===== src/rtl/cosim_stim_pkg.sv =====
// Shared types and helpers for the co-simulation stimulus sequencer.
// Phase encodings double as the externally visible o_phase value.
package cosim_stim_pkg;

   typedef enum logic [2:0] {
      PH_IDLE = 3'd0,
      PH_RST1 = 3'd1,
      PH_GAP1 = 3'd2,
      PH_RAND = 3'd3,
      PH_RST2 = 3'd4,
      PH_GAP2 = 3'd5,
      PH_DIR  = 3'd6,
      PH_DONE = 3'd7
   } phase_e;

   localparam logic [31:0] LFSR_POLY = 32'h8020_0003;
   localparam int          CNT_W     = 16;

   function automatic logic [31:0] lfsr_next(input logic [31:0] l);
      return (l >> 1) ^ (l[0] ? LFSR_POLY : 32'h0);
   endfunction

endpackage


===== src/rtl/cosim_stim_sequencer_lfsr.sv =====
// 32-bit Galois LFSR (right shift) with synchronous reload.
// Reset and load both restore the seed; load wins over advance.
module cosim_lfsr32
   import cosim_stim_pkg::*;
(
   input  logic        i_clk,
   input  logic        i_rst,
   input  logic        i_load,
   input  logic [31:0] i_seed,
   input  logic        i_adv,
   output logic [31:0] o_q
);

   logic [31:0] r_q;

   always_ff @(posedge i_clk) begin
      if (i_rst || i_load) begin
         r_q <= i_seed;
      end else if (i_adv) begin
         r_q <= lfsr_next(r_q);
      end
   end

   assign o_q = r_q;

endmodule


===== src/rtl/cosim_stim_sequencer.sv =====
// Campaign sequencer driving DUT reset/stimulus and a compare strobe.
// Outputs are registered from the next-state view of the FSM.
module cosim_stim_sequencer
   import cosim_stim_pkg::*;
#(
   parameter int          WIDTH        = 32,
   parameter int          NUM_RANDOM   = 1000,
   parameter int          HOLD         = 2,
   parameter int          RESET_CYCLES = 3,
   parameter logic [31:0] SEED         = 32'h0000_0001,
   parameter logic [31:0] DIRECTED     = 32'habcd_efab
) (
   input  logic             i_clk,
   input  logic             i_rst,
   input  logic             i_start,
   output logic             o_dut_rst,
   output logic [WIDTH-1:0] o_stim,
   output logic             o_sample,
   output logic [CNT_W-1:0] o_sample_cnt,
   output logic [2:0]       o_phase,
   output logic             o_busy,
   output logic             o_done
);

   localparam logic [31:0] LP_SEED =
      (SEED == 32'h0) ? 32'h1 : SEED;
   localparam logic [31:0] LP_RST_LAST  = 32'(RESET_CYCLES - 1);
   localparam logic [31:0] LP_HOLD_LAST = 32'(HOLD - 1);
   localparam logic [31:0] LP_SLOT_LAST = 32'(NUM_RANDOM - 1);
   localparam logic [WIDTH-1:0] LP_DIR  = DIRECTED[WIDTH-1:0];
   localparam logic [CNT_W-1:0] LP_CNT_ONE = CNT_W'(1);

   phase_e           r_phase;
   phase_e           w_phase_n;
   logic [31:0]      r_hold;
   logic [31:0]      w_hold_n;
   logic [31:0]      r_slot;
   logic [31:0]      w_slot_n;
   logic             w_load;
   logic             w_adv;
   logic [31:0]      w_lfsr_q;
   logic [31:0]      w_lfsr_n;

   logic             r_dut_rst;
   logic [WIDTH-1:0] r_stim;
   logic             r_sample;
   logic [CNT_W-1:0] r_sample_cnt;
   logic             r_busy;
   logic             r_done;

   logic             w_dut_rst_n;
   logic [WIDTH-1:0] w_stim_n;
   logic             w_sample_n;
   logic             w_busy_n;
   logic             w_done_n;

   cosim_lfsr32 u_lfsr (
      .i_clk  (i_clk),
      .i_rst  (i_rst),
      .i_load (w_load),
      .i_seed (LP_SEED),
      .i_adv  (w_adv),
      .o_q    (w_lfsr_q)
   );

   always_comb begin
      w_phase_n = r_phase;
      w_hold_n  = r_hold;
      w_slot_n  = r_slot;
      w_load    = 1'b0;
      w_adv     = 1'b0;
      unique case (r_phase)
         PH_IDLE, PH_DONE: begin
            if (i_start) begin
               w_phase_n = PH_RST1;
               w_hold_n  = 32'd0;
               w_load    = 1'b1;
            end
         end
         PH_RST1, PH_RST2: begin
            if (r_hold == LP_RST_LAST) begin
               w_hold_n = 32'd0;
               if (r_phase == PH_RST1) w_phase_n = PH_GAP1;
               else                    w_phase_n = PH_GAP2;
            end else begin
               w_hold_n = r_hold + 32'd1;
            end
         end
         PH_GAP1: begin
            w_hold_n = 32'd0;
            w_slot_n = 32'd0;
            if (NUM_RANDOM == 0) w_phase_n = PH_RST2;
            else                 w_phase_n = PH_RAND;
         end
         PH_RAND: begin
            if (r_hold == LP_HOLD_LAST) begin
               w_hold_n = 32'd0;
               w_adv    = 1'b1;
               if (r_slot == LP_SLOT_LAST) w_phase_n = PH_RST2;
               else w_slot_n = r_slot + 32'd1;
            end else begin
               w_hold_n = r_hold + 32'd1;
            end
         end
         PH_GAP2: begin
            w_phase_n = PH_DIR;
            w_hold_n  = 32'd0;
         end
         PH_DIR: begin
            if (r_hold == LP_HOLD_LAST) begin
               w_phase_n = PH_DONE;
               w_hold_n  = 32'd0;
            end else begin
               w_hold_n = r_hold + 32'd1;
            end
         end
         default: w_phase_n = PH_IDLE;
      endcase
   end

   // Value the LFSR register will hold after this edge.
   assign w_lfsr_n = w_adv ? lfsr_next(w_lfsr_q) : w_lfsr_q;

   always_comb begin
      w_stim_n = '0;
      unique case (w_phase_n)
         PH_RAND:         w_stim_n = w_lfsr_n[WIDTH-1:0];
         PH_DIR, PH_DONE: w_stim_n = LP_DIR;
         default:         w_stim_n = '0;
      endcase
   end

   assign w_dut_rst_n = (w_phase_n == PH_IDLE) ||
                        (w_phase_n == PH_RST1) ||
                        (w_phase_n == PH_RST2);
   assign w_sample_n =
      (((w_phase_n == PH_RST1) || (w_phase_n == PH_RST2)) &&
       (w_hold_n == LP_RST_LAST)) ||
      (((w_phase_n == PH_RAND) || (w_phase_n == PH_DIR)) &&
       (w_hold_n == LP_HOLD_LAST));
   assign w_busy_n = (w_phase_n != PH_IDLE) &&
                     (w_phase_n != PH_DONE);
   assign w_done_n = (w_phase_n == PH_DONE);

   always_ff @(posedge i_clk) begin
      if (i_rst) begin
         r_phase      <= PH_IDLE;
         r_hold       <= 32'd0;
         r_slot       <= 32'd0;
         r_dut_rst    <= 1'b1;
         r_stim       <= '0;
         r_sample     <= 1'b0;
         r_sample_cnt <= '0;
         r_busy       <= 1'b0;
         r_done       <= 1'b0;
      end else begin
         r_phase   <= w_phase_n;
         r_hold    <= w_hold_n;
         r_slot    <= w_slot_n;
         r_dut_rst <= w_dut_rst_n;
         r_stim    <= w_stim_n;
         r_sample  <= w_sample_n;
         r_busy    <= w_busy_n;
         r_done    <= w_done_n;
         if (w_load) begin
            r_sample_cnt <= '0;
         end else if (r_sample && (r_sample_cnt != '1)) begin
            r_sample_cnt <= r_sample_cnt + LP_CNT_ONE;
         end
      end
   end

   assign o_dut_rst    = r_dut_rst;
   assign o_stim       = r_stim;
   assign o_sample     = r_sample;
   assign o_sample_cnt = r_sample_cnt;
   assign o_phase      = r_phase;
   assign o_busy       = r_busy;
   assign o_done       = r_done;

endmodule


===== config.mk =====
export PLATFORM = sky130hd
export DESIGN_NAME = cosim_stim_sequencer
export DESIGN_NICKNAME = d
export VERILOG_FILES = /design/src/rtl/cosim_stim_pkg.sv /design/src/rtl/cosim_stim_sequencer_lfsr.sv /design/src/rtl/cosim_stim_sequencer.sv
export SDC_FILE = /design/constraint.sdc
export NUM_CORES = 1
export LEC_CHECK = 0
export CORE_MARGIN = 3
export CORE_UTILIZATION = 47
export DETAILED_ROUTE_END_ITERATION = 16
export MAX_ROUTING_LAYER = met4
export PLACE_DENSITY = 0.69
export SLEW_MARGIN = 5
export SYNTH_ARGS = -nofsm -noshare
export SYNTH_HDL_FRONTEND = slang
export SYNTH_SLANG_ARGS = --single-unit

===== constraint.sdc =====
create_clock -name i_clk -period 2.82 [get_ports i_clk]
set_input_delay 0.564 -clock i_clk [delete_from_list [all_inputs] [get_ports i_clk]]
set_output_delay 0.564 -clock i_clk [all_outputs]
set_load 0.1 [all_outputs]

# Yosys cells after proc, flatten, opt, wreduce, memory -nomap -nowiden
# Cells that the tools add are included.
dict set report totals {
  regBits 151
  input_bits 3
  elab_cells 77
}
dict set report classes {
  add_sub_neg 3
  eq_ne 21
  muxes 21
  bitwise_logic 1
  reduce_logical 21
}
# cell n
set ops {}
lappend ops {{32-bit 2-to-1 mux} 7}
lappend ops {{32-bit case mux with 2 select lines} 2}
lappend ops {{32-bit case mux with 4 select lines} 1}
lappend ops {{32-bit by 1-bit adder with 32-bit output, second input constant} 2}
lappend ops {{32-bit by 1-bit equality test with 1-bit output, second input constant} 2}
lappend ops {{32-bit by 2-bit equality test with 1-bit output, second input constant} 2}
lappend ops {{32-bit by 10-bit equality test with 1-bit output, second input constant} 1}
lappend ops {{31-bit by 32-bit XOR with 32-bit output} 1}
lappend ops {{3-bit equality test, second input constant} 7}
lappend ops {{3-bit 2-to-1 mux} 6}
lappend ops {{3-bit case mux with 6 select lines} 1}
lappend ops {{16-bit by 1-bit adder with 16-bit output, second input constant} 1}
lappend ops {{16-bit != test, second input constant} 1}
lappend ops {{2-bit OR reduction} 6}
lappend ops {{3-bit by 2-bit equality test with 1-bit output, second input constant} 3}
lappend ops {{3-bit by 1-bit equality test with 1-bit output, second input constant} 2}
lappend ops {{3-bit logical NOT} 2}
lappend ops {{1-bit logical OR} 6}
lappend ops {{1-bit logical AND} 4}
lappend ops {{1-bit 2-to-1 mux} 4}
lappend ops {{2-bit != test, second input constant} 2}
lappend ops {{3-bit != test, second input constant} 1}
lappend ops {{3-bit AND reduction} 1}
lappend ops {{3-bit nonzero test} 1}
lappend ops {{2-bit nonzero test} 1}

# Logic depth before layout (Yosys ltp)
# Gate-level depths: netlist (run 1).
dict set report logic_depth {
  depth_word 8
  ltp_mapped 10
}

# Cells and area by module
# A second synthesis (run 1) with hierarchy kept.
dict set report unflattened {
  hier_cells 868
  area_unflattened_um2 7743.7
}
# module instances cells_per_inst area_per_inst_um2
set modules_own_cells {}
lappend modules_own_cells {cosim_stim_sequencer 1 796 6328.6}
lappend modules_own_cells {cosim_lfsr32 1 72 1415.1}

# Worst setup path before layout (run 1)
# Ideal clock, no wire load.
dict set report synth_path {
  kind {flip-flop to flip-flop}
  from {register r_sample_cnt[0] (netlist: o_sample_cnt[0])}
  to {register r_sample_cnt[14] (netlist: o_sample_cnt[14])}
  arrival_time_ns 3.013
  required_ns 2.692
  path_slack_ns -0.320
  path_stages_with_launch 10
  cell_sequence {dfxtp_1 > ha_1 > nand2_1 > or2_2 > o31ai_1 > or2_2 > clkbuf_1 > nor3_1 > xnor2_1 > nor2_1}
}
dict set report synth_via {
  elab_chain_len 2
}
# element line
set synth_lines {}
lappend synth_lines {{from (decl)} cosim_stim_sequencer.sv:47} ;# logic [CNT_W-1:0] r_sample_cnt;
lappend synth_lines {{from (signal assigned)} cosim_stim_sequencer.sv:168} ;# r_sample_cnt <= r_sample_cnt + LP_CNT_ONE;
lappend synth_lines {{parallel branches: the longest is 2 deep, another holds 16-bit by 1-bit adder with 16-bit output} n/a}
# Parallel ways; which one is timed is not known.
# A chain may end at the register's enable or synchronous reset.

# Final worst setup path (run 1)
dict set report layout_path {
  from {register r_hold[17]}
  to {register r_sample (netlist: o_sample)}
}
dict set report layout_via {
  elab_chain_len 7
}
# element line
set layout_lines {}
lappend layout_lines {{from (decl)} cosim_stim_sequencer.sv:35} ;# logic [31:0] r_hold;
lappend layout_lines {{from (signal assigned)} cosim_stim_sequencer.sv:158} ;# r_hold <= w_hold_n;
lappend layout_lines {{parallel branches: the longest is 6 deep, another holds 32-bit by 1-bit adder with 32-bit output} n/a}
lappend layout_lines {{1-bit logical OR *} cosim_stim_sequencer.sv:138} ;# (w_hold_n == LP_RST_LAST)) ||
lappend layout_lines {{to (signal assigned)} cosim_stim_sequencer.sv:162} ;# r_sample <= w_sample_n;
lappend layout_lines {{to (decl)} cosim_stim_sequencer.sv:46} ;# logic r_sample;
# Mark *: on every way between the ends.

==> results of run 1 <==
## power by group through the flow
stage / clock network, W / registers [W] / logic, W
2_1_floorplan: 0 / 0.00223 / 0.000143
3_3_place_gp: 0 / 0.00220 / 0.000270
3_5_place_dp: 0 / 0.00220 / 0.000274
4_1_cts: 0.00231 / 0.00215 / 0.000278
5_1_grt: 0.00238 / 0.00215 / 0.000304
6_report: 0.00225 / 0.00215 / 0.000281
## final timing paths
check,start,end,slack [ns],cells past startpoint
setup reg to reg,r_hold[17],o_sample,0.17,9
hold / removal,o_sample_cnt[10],o_sample_cnt[10],0.50,2
setup / recovery,r_hold[17],o_sample,0.17,9
hold reg to reg,o_sample_cnt[10],o_sample_cnt[10],0.50,2
## stage by stage
stage          power, W  TNS (ns)  setup WS (ns)  cell area (sq um)  hold slack [ns]
3_5_place_dp    0.00247  -0.00413       -0.00413               7970            0.487
2_1_floorplan   0.00237         0         0.0533               7010            0.467
4_1_cts         0.00473         0        0.00406               8590            0.497
5_1_grt         0.00483  -0.00466       -0.00466               8660            0.526
6_report        0.00468         0          0.165               8660            0.496
3_3_place_gp    0.00247         0         0.0536               7970            0.476
## worst max-delay path, cell delays in order, from the launching register on
cell	delay, ns
dfxtp_1	0.34
nor4_1	0.43
nand4_2	0.20
buf_4	0.19
o31ai_2	0.37
buf_4	0.28
a31oi_1	0.07
o21ai_0	0.22
nand3_1	0.15
a2111oi_2	0.33
## area by class of cell
| cell class | instances | share of cell area, % |
|---|---|---|
| repair buffers | 131 | 11.7 |
| inverters | 18 | 0.780 |
| multi-input cells | 607 | 42.8 |
| well taps | 180 | 2.60 |
| flip-flops and latches | 151 | 35.1 |
| clock inverters | 15 | 2.07 |
| clock buffers | 17 | 4.91 |
## registers in the layout (all words and copies together), names as in the netlist
register / cells
o_phase: 3
o_dut_rst: 1
r_slot: 32
r_hold: 32
o_done: 1
o_stim: 32
u_lfsr.o_q: 32
o_sample_cnt: 16
o_sample: 1
o_busy: 1
## cell usage in the layout, fill, tap and decap left out, types with 3 or more instances in the layout
cell,instances
nand3_1,39
a21oi_1,49
o21ai_0,58
nand2b_1,3
nand2_1,65
a211oi_2,4
dfxtp_1,135
clkinv_8,5
and3_1,10
and4_1,5
and2_1,4
or2_2,4
clkbuf_16,17
ha_1,5
xnor2_1,20
xor2_1,28
nor2_1,118
dfxtp_2,16
a22oi_1,6
nand3b_1,6
inv_8,5
mux2i_1,35
inv_1,18
a31oi_1,4
or3_1,21
nor4_1,11
a311oi_1,3
nor3_2,5
a21o_1,3
nor4_4,3
buf_4,127
nand4_1,27
nor4_2,7
or4_1,4
nor3_1,28
## logic make-up after synthesis
kind of cell             Yosys count
AND/OR/NAND/NOR                  370
XOR/XNOR                          48
multiplexers                      35
flip-flops                       151
AO/OA/AOI/OAI                    149
buffers and inverters             76
adder cells (fa/ha/maj)            5
## synth_stat cells, drive strengths merged (2+ instances only)
library cell	count
a2111oi	2
a211oi	4
a21boi	2
a21o	3
a21oi	49
a22oi	6
a311oi	3
a31oi	6
and2	4
and3	10
and4	6
buf	23
clkbuf	35
dfxtp	151
ha	5
inv	18
mux2i	35
nand2	65
nand2b	3
nand3	40
nand3b	6
nand4	29
nor2	118
nor2b	2
nor3	33
nor4	21
nor4b	2
nor4bb	2
o21ai	58
o22ai	2
o31a	2
o31ai	2
or2	4
or3	21
or4	4
xnor2	20
xor2	28
## metal layers
layer | part of all wire [%] | global-route usage, % | routed length [um] | up-vias
li1 | - | - | - | 3130
met1 | 45 | 28.6 | 7960 | 3029
met2 | 46 | 34.8 | 8200 | 217
met3 | 6.9 | 5.71 | 1230 | 32
met4 | 2.2 | 8.43 | 400 | 0
met5 | 0 | - | 0 | -
## what timing repair did
item,in CTS,in global routing
gates resized for setup,1,12
endpoints found under the setup margin,1,34
buffers inserted,1,1
hold buffers,0,0
pin swaps,2,7
==> impl_metrics.env, run 1 <==
export IMPL_irDropWorstVdd_uv=446
export IMPL_die_x_um=128
export IMPL_place_inst=1085
export IMPL_cts_buffer_depth=2
export IMPL_synthMuxAreaShare_pct=5.01
export IMPL_synth_distinct_cells=56
export IMPL_power_leakage_nw=3.20
export IMPL_grt_pass1_wl_um=29200
export IMPL_synth_area_sq_um=6990
export IMPL_ys_seq_elements=151
export IMPL_cts_made_buffers=17
export IMPL_nFillCells=1242
export IMPL_startpoint_type="flip-flop"
export IMPL_via_count=6408
export IMPL_postRouteAntennaNets=0
export IMPL_synth_area_leaders="dfxtp_1, nor2_1, mux2i_1, o21ai_0, a21oi_1"
export IMPL_synthAdderAreaFrac_pct=0.894
export IMPL_synth_top_family_by_area="simple AND/OR/NAND/NOR gates"
export IMPL_power_switching_w=0.00125
export IMPL_gp_congestion=1.05
export IMPL_synth_xor_area_share_pct=6.01
export IMPL_p_int_w=0.00343
export IMPL_finalCriticalPeriod_ns=2.65
export IMPL_yosys_area_share_simple_pct=27.2
export IMPL_cts_tree="done"
export IMPL_synthArstFlopShare_pct=0
export IMPL_crit_required_ns=3.15
export IMPL_dieArea_sq_um=16400
export IMPL_slew_violations=0
export IMPL_pwr_share_comb_pct=6.0
export IMPL_first_iter_violations=611
export IMPL_fp_row_count=43
export IMPL_netlist_instances=834
export IMPL_grt_usage_pct=22.5
export IMPL_area_delta_synth_final_pct=23.8
export IMPL_synth_compound_area_share_pct=12.8
export IMPL_antenna_cells=0
export IMPL_cp_max_fo=15
export IMPL_boundaryPins=58
export IMPL_grt_pass1_vias=6131
export IMPL_cts_root_buf="clkbuf_16"
export IMPL_fin_skew_ns=0.0105
export IMPL_grt_overflow=0
export IMPL_synth_top_area_cell="dfxtp_1"
export IMPL_final_net_count=934
export IMPL_path_clk_slew_ns=0.07
export IMPL_fmax_ghz=0.377
export IMPL_switching_share_pct=26.8
export IMPL_setup_violations=0
export IMPL_syn_nets=842
export IMPL_ys_flop_type="dfxtp_1"
export IMPL_critPathKind="reg -> reg"
export IMPL_synth_edf_count=0
export IMPL_initial_core_util_pct=49.2
export IMPL_hpwl_um=12700
export IMPL_grt_max_degree=36
export IMPL_final_util_pct=61.0
export IMPL_wire_per_inst_um=15.9
export IMPL_clock_sinks=151
export IMPL_register_area_sq_um=3040
export IMPL_drv_cap=0
export IMPL_numPortBuffers=57
export IMPL_post_route_period_util_pct=94.1
export IMPL_final_cells=1119
export IMPL_clock_latency_ns=0.43
export IMPL_die_h_um=128
export IMPL_holdCritPathClass="reg -> reg"
export IMPL_antenna_found_initial=0
export IMPL_p_clk_share_pct=48.1
export IMPL_drc=0
export IMPL_drive_gt1_share_pct=22.6
export IMPL_multi_input_area_sq_um=3710
export IMPL_final_hold_violation_count=0
export IMPL_worstMarginPinSlew_ns=0.579
export IMPL_coreArea_sq_um=14200
export IMPL_status="complete, no violations"
export IMPL_first_pass_iters=5
export IMPL_crit_arrival_ns=2.99
export IMPL_avgViaCountPerCell=5.73
export IMPL_wl_um=17800
export IMPL_htree_levels=4
export IMPL_syn_avg_cell_area_sq_um=8.39
export IMPL_yosys_warnings=0
export IMPL_end_kind="flip-flop"
export IMPL_seq_area_frac_synth_pct=43.2
export IMPL_seq_power_share_pct=45.9
export IMPL_slew_headroom_pct=61.0
export IMPL_p_per_area_nw_per_um2=541
export IMPL_yosysTopAreaCellShare_pct=43.2
No activity file was read; power rests on OpenSTA's default activity.
==> inputs of run 2 (changes only) <==
--- a/config.mk
+++ b/config.mk
@@ -5,11 +5,10 @@
 export SDC_FILE = /design/constraint.sdc
 export NUM_CORES = 1
 export LEC_CHECK = 0
-export CORE_MARGIN = 3
-export CORE_UTILIZATION = 47
+export CORE_MARGIN = 8
+export CORE_UTILIZATION = 40
 export DETAILED_ROUTE_END_ITERATION = 16
 export MAX_ROUTING_LAYER = met4
-export PLACE_DENSITY = 0.69
 export SLEW_MARGIN = 5
 export SYNTH_ARGS = -nofsm -noshare
 export SYNTH_HDL_FRONTEND = slang
==> run 2 against run 1 <==
Die area is 34% higher. Sequential power hardly changed. Non-clock buffer count stayed put. Clock power hardly changed. Global-route usage is 5.8 points lower. First-iteration DRC count is 27% lower. Via count is 3.0% lower. Critical path type unchanged. Largest power group unchanged.
==> impl_metrics.env, run 2 (same netlist as run 1, synthesis figures left out) <==
export IMPL_fin_ws_ns=0.173
export IMPL_p_per_area_nw_per_um2=534
export IMPL_first_pass_iters=5
export IMPL_reg2reg_slack_ns=0.17
export IMPL_grt_pass1_vias=5921
export IMPL_fmax_ghz=0.378
export IMPL_drive_gt1_share_pct=23.6
export IMPL_hpwl_um=12400
export IMPL_path_clk_slew_ns=0.07
export IMPL_postRouteAntennaNets=0
export IMPL_gp_congestion=0.924
export IMPL_antenna_cells=0
export IMPL_setup_violations=0
export IMPL_whs_ns=0.491
export IMPL_r2r_start="r_hold[7]"
export IMPL_irDropWorstVdd_uv=402
export IMPL_grt_overflow=0
export IMPL_slowest_stage="or4_1"
export IMPL_boundaryPins=58
export IMPL_drc=0
export IMPL_crit_start="r_hold[7]"
export IMPL_crit_path_max_incr_delay_ns=0.54
export IMPL_cts_tree="done"
export IMPL_grt_setup_unrepaired="yes"
export IMPL_dieArea_sq_um=22000
export IMPL_first_iter_violations=445
export IMPL_cts_hold_buf=0
export IMPL_end_kind="flip-flop"
export IMPL_cts_buffer_depth=2
export IMPL_worstReg2RegEnd="r_slot[12]"
export IMPL_htree_levels=4
export IMPL_rr_worst_depth=10
export IMPL_cp_max_fo=4
export IMPL_finalCriticalPeriod_ns=2.65
export IMPL_fin_skew_ns=0.0200
export IMPL_dp_slack_ns=0.0122
export IMPL_die_h_um=148
export IMPL_power_w=0.00469
export IMPL_avgViaCountPerCell=5.34
export IMPL_final_cell_mix="dfxtp_1, buf_4, nor2_1"
export IMPL_crit_required_ns=3.11
export IMPL_stdcell_area_sq_um=8770
export IMPL_slew_violations=0
export IMPL_holdCritPathClass="reg -> reg"
export IMPL_numPortBuffers=57
export IMPL_wire_per_inst_um=15.0
export IMPL_endpoint="r_slot[12]"
export IMPL_final_net_count=934
export IMPL_mostFrequentLayoutCell="dfxtp_1"
export IMPL_clock_sinks=151
export IMPL_drv_cap=0
export IMPL_status="complete, no violations"
export IMPL_coreArea_sq_um=17200
export IMPL_grt_max_degree=35
export IMPL_cts_made_buffers=17
export IMPL_die_x_um=148
export IMPL_antenna_found_initial=0
export IMPL_startpoint_type="flip-flop"
export IMPL_wl_um=17400
export IMPL_final_hold_violation_count=0
export IMPL_post_cts_setup_buffer_count=0
export IMPL_area_delta_synth_final_pct=25.4
export IMPL_initial_core_util_pct=40.7
export IMPL_power_leakage_nw=3.20
export IMPL_critPathKind="reg -> reg"
export IMPL_grt_usage_pct=16.8
export IMPL_cts_root_buf="clkbuf_16"
export IMPL_placed_area_sq_um=8090
export IMPL_worstMarginPinSlew_ns=0.648
export IMPL_fp_row_count=48
export IMPL_post_route_period_util_pct=93.9
export IMPL_path_cells="nor4_2 > nand4_2 > buf_4 > nor2_1 > a31oi_2 > buf_4 > or4_1 > nor3_1 > xnor2_1 > nor2_1"
export IMPL_clock_latency_ns=0.43
export IMPL_crit_arrival_ns=2.94
export IMPL_grt_pass1_wl_um=29700
export IMPL_via_count=6217
export IMPL_slew_headroom_pct=56.8
export IMPL_nFillCells=1682
==> run 2: cell types whose count changed in the layout (fill, tap and decap cells not counted), moves of 2 or more <==
cell,change
nor4_1,-3
nor4b_1,-2
nor4_2,+4
dfxtp_2,+5
dfxtp_1,-5
nor4b_2,+2
buf_4,-3
buf_12,+3
a211oi_2,-3
a211oi_1,+3
==> run 2: final cells by class <==
type | instances | area, sq um | area share, %
Multi-Input combinational cell | 607 | 3720 | 42.4
Sequential cell | 151 | 3050 | 34.8
Clock inverter | 15 | 178 | 2.03
Inverter | 18 | 67.6 | 0.770
Timing Repair Buffer | 131 | 1050 | 11.9
Tap cell | 225 | 282 | 3.21
Clock buffer | 17 | 425 | 4.85
==> run 2: report_power, final <==
group | internal [W] | switching [W] | leakage, nW | total [W]
clock | 0.00120 | 0.00106 | 0.284 | 0.00226
combinational | 0.0000951 | 0.000186 | 1.69 | 0.000281
sequential | 0.00214 | 0.00000973 | 1.23 | 0.00215
==> run 2: worst min path at each step <==
stage / start / to / slack [ns] / cells past startpoint
2_1_floorplan: r_slot[15] / r_slot[15] / 0.47 / 2
3_3_place_gp: o_sample_cnt[10] / o_sample_cnt[10] / 0.48 / 2
3_5_place_dp: o_sample_cnt[10] / o_sample_cnt[10] / 0.48 / 2
4_1_cts: o_sample_cnt[10] / o_sample_cnt[10] / 0.49 / 2
5_1_grt: o_sample_cnt[4] / o_sample_cnt[4] / 0.53 / 2
6_report: o_sample_cnt[10] / o_sample_cnt[10] / 0.49 / 2
==> run 2: repair_timing <==
action / CTS / global route
resized for setup: 1 / 19
endpoints found under the setup margin: 1 / 27
pin swaps: 0 / 6
cloned: 0 / 0
==> run 2: per-layer routing <==
metal  track usage (%)  up-vias  part of all wire [%]  routed length [um]
li1                  -     3141                     -                   -
met1              22.5     2929                    50                8700
met2              24.5      137                    44                7690
met3              4.62       10                   5.0                 866
met4              4.08        0                  0.85                 148
met5                 -        -                     0                   0
==> run 2: critical path: cells and delay by family, from the launching register on <==
kind            cells  cell delay [ns]
compound gates      1             0.14
xor+xnor            1             0.15
buf+inv             2             0.34
flops               1             0.32
simple gates        6             1.57
==> run 2: per-stage QoR <==
stage | instances | util [%] | TNS (ns)
2_1_floorplan | 834 | - | 0
3_3_place_gp | 1132 | 47.1 | 0
3_5_place_dp | 1132 | 47.1 | 0
4_1_cts | 1164 | 50.6 | 0
5_1_grt | 1164 | 51.1 | -0.0908
6_report | 1164 | 51.1 | 0
==> inputs of run 3 (changes only) <==
--- a/config.mk
+++ b/config.mk
@@ -8,6 +8,7 @@
 export CORE_MARGIN = 8
 export CORE_UTILIZATION = 40
 export DETAILED_ROUTE_END_ITERATION = 16
+export HOLD_SLACK_MARGIN = 0.15
 export MAX_ROUTING_LAYER = met4
 export SLEW_MARGIN = 5
 export SYNTH_ARGS = -nofsm -noshare
==> results of run 3 <==
Final layout, timing and power as in run 2 (identical DEF).
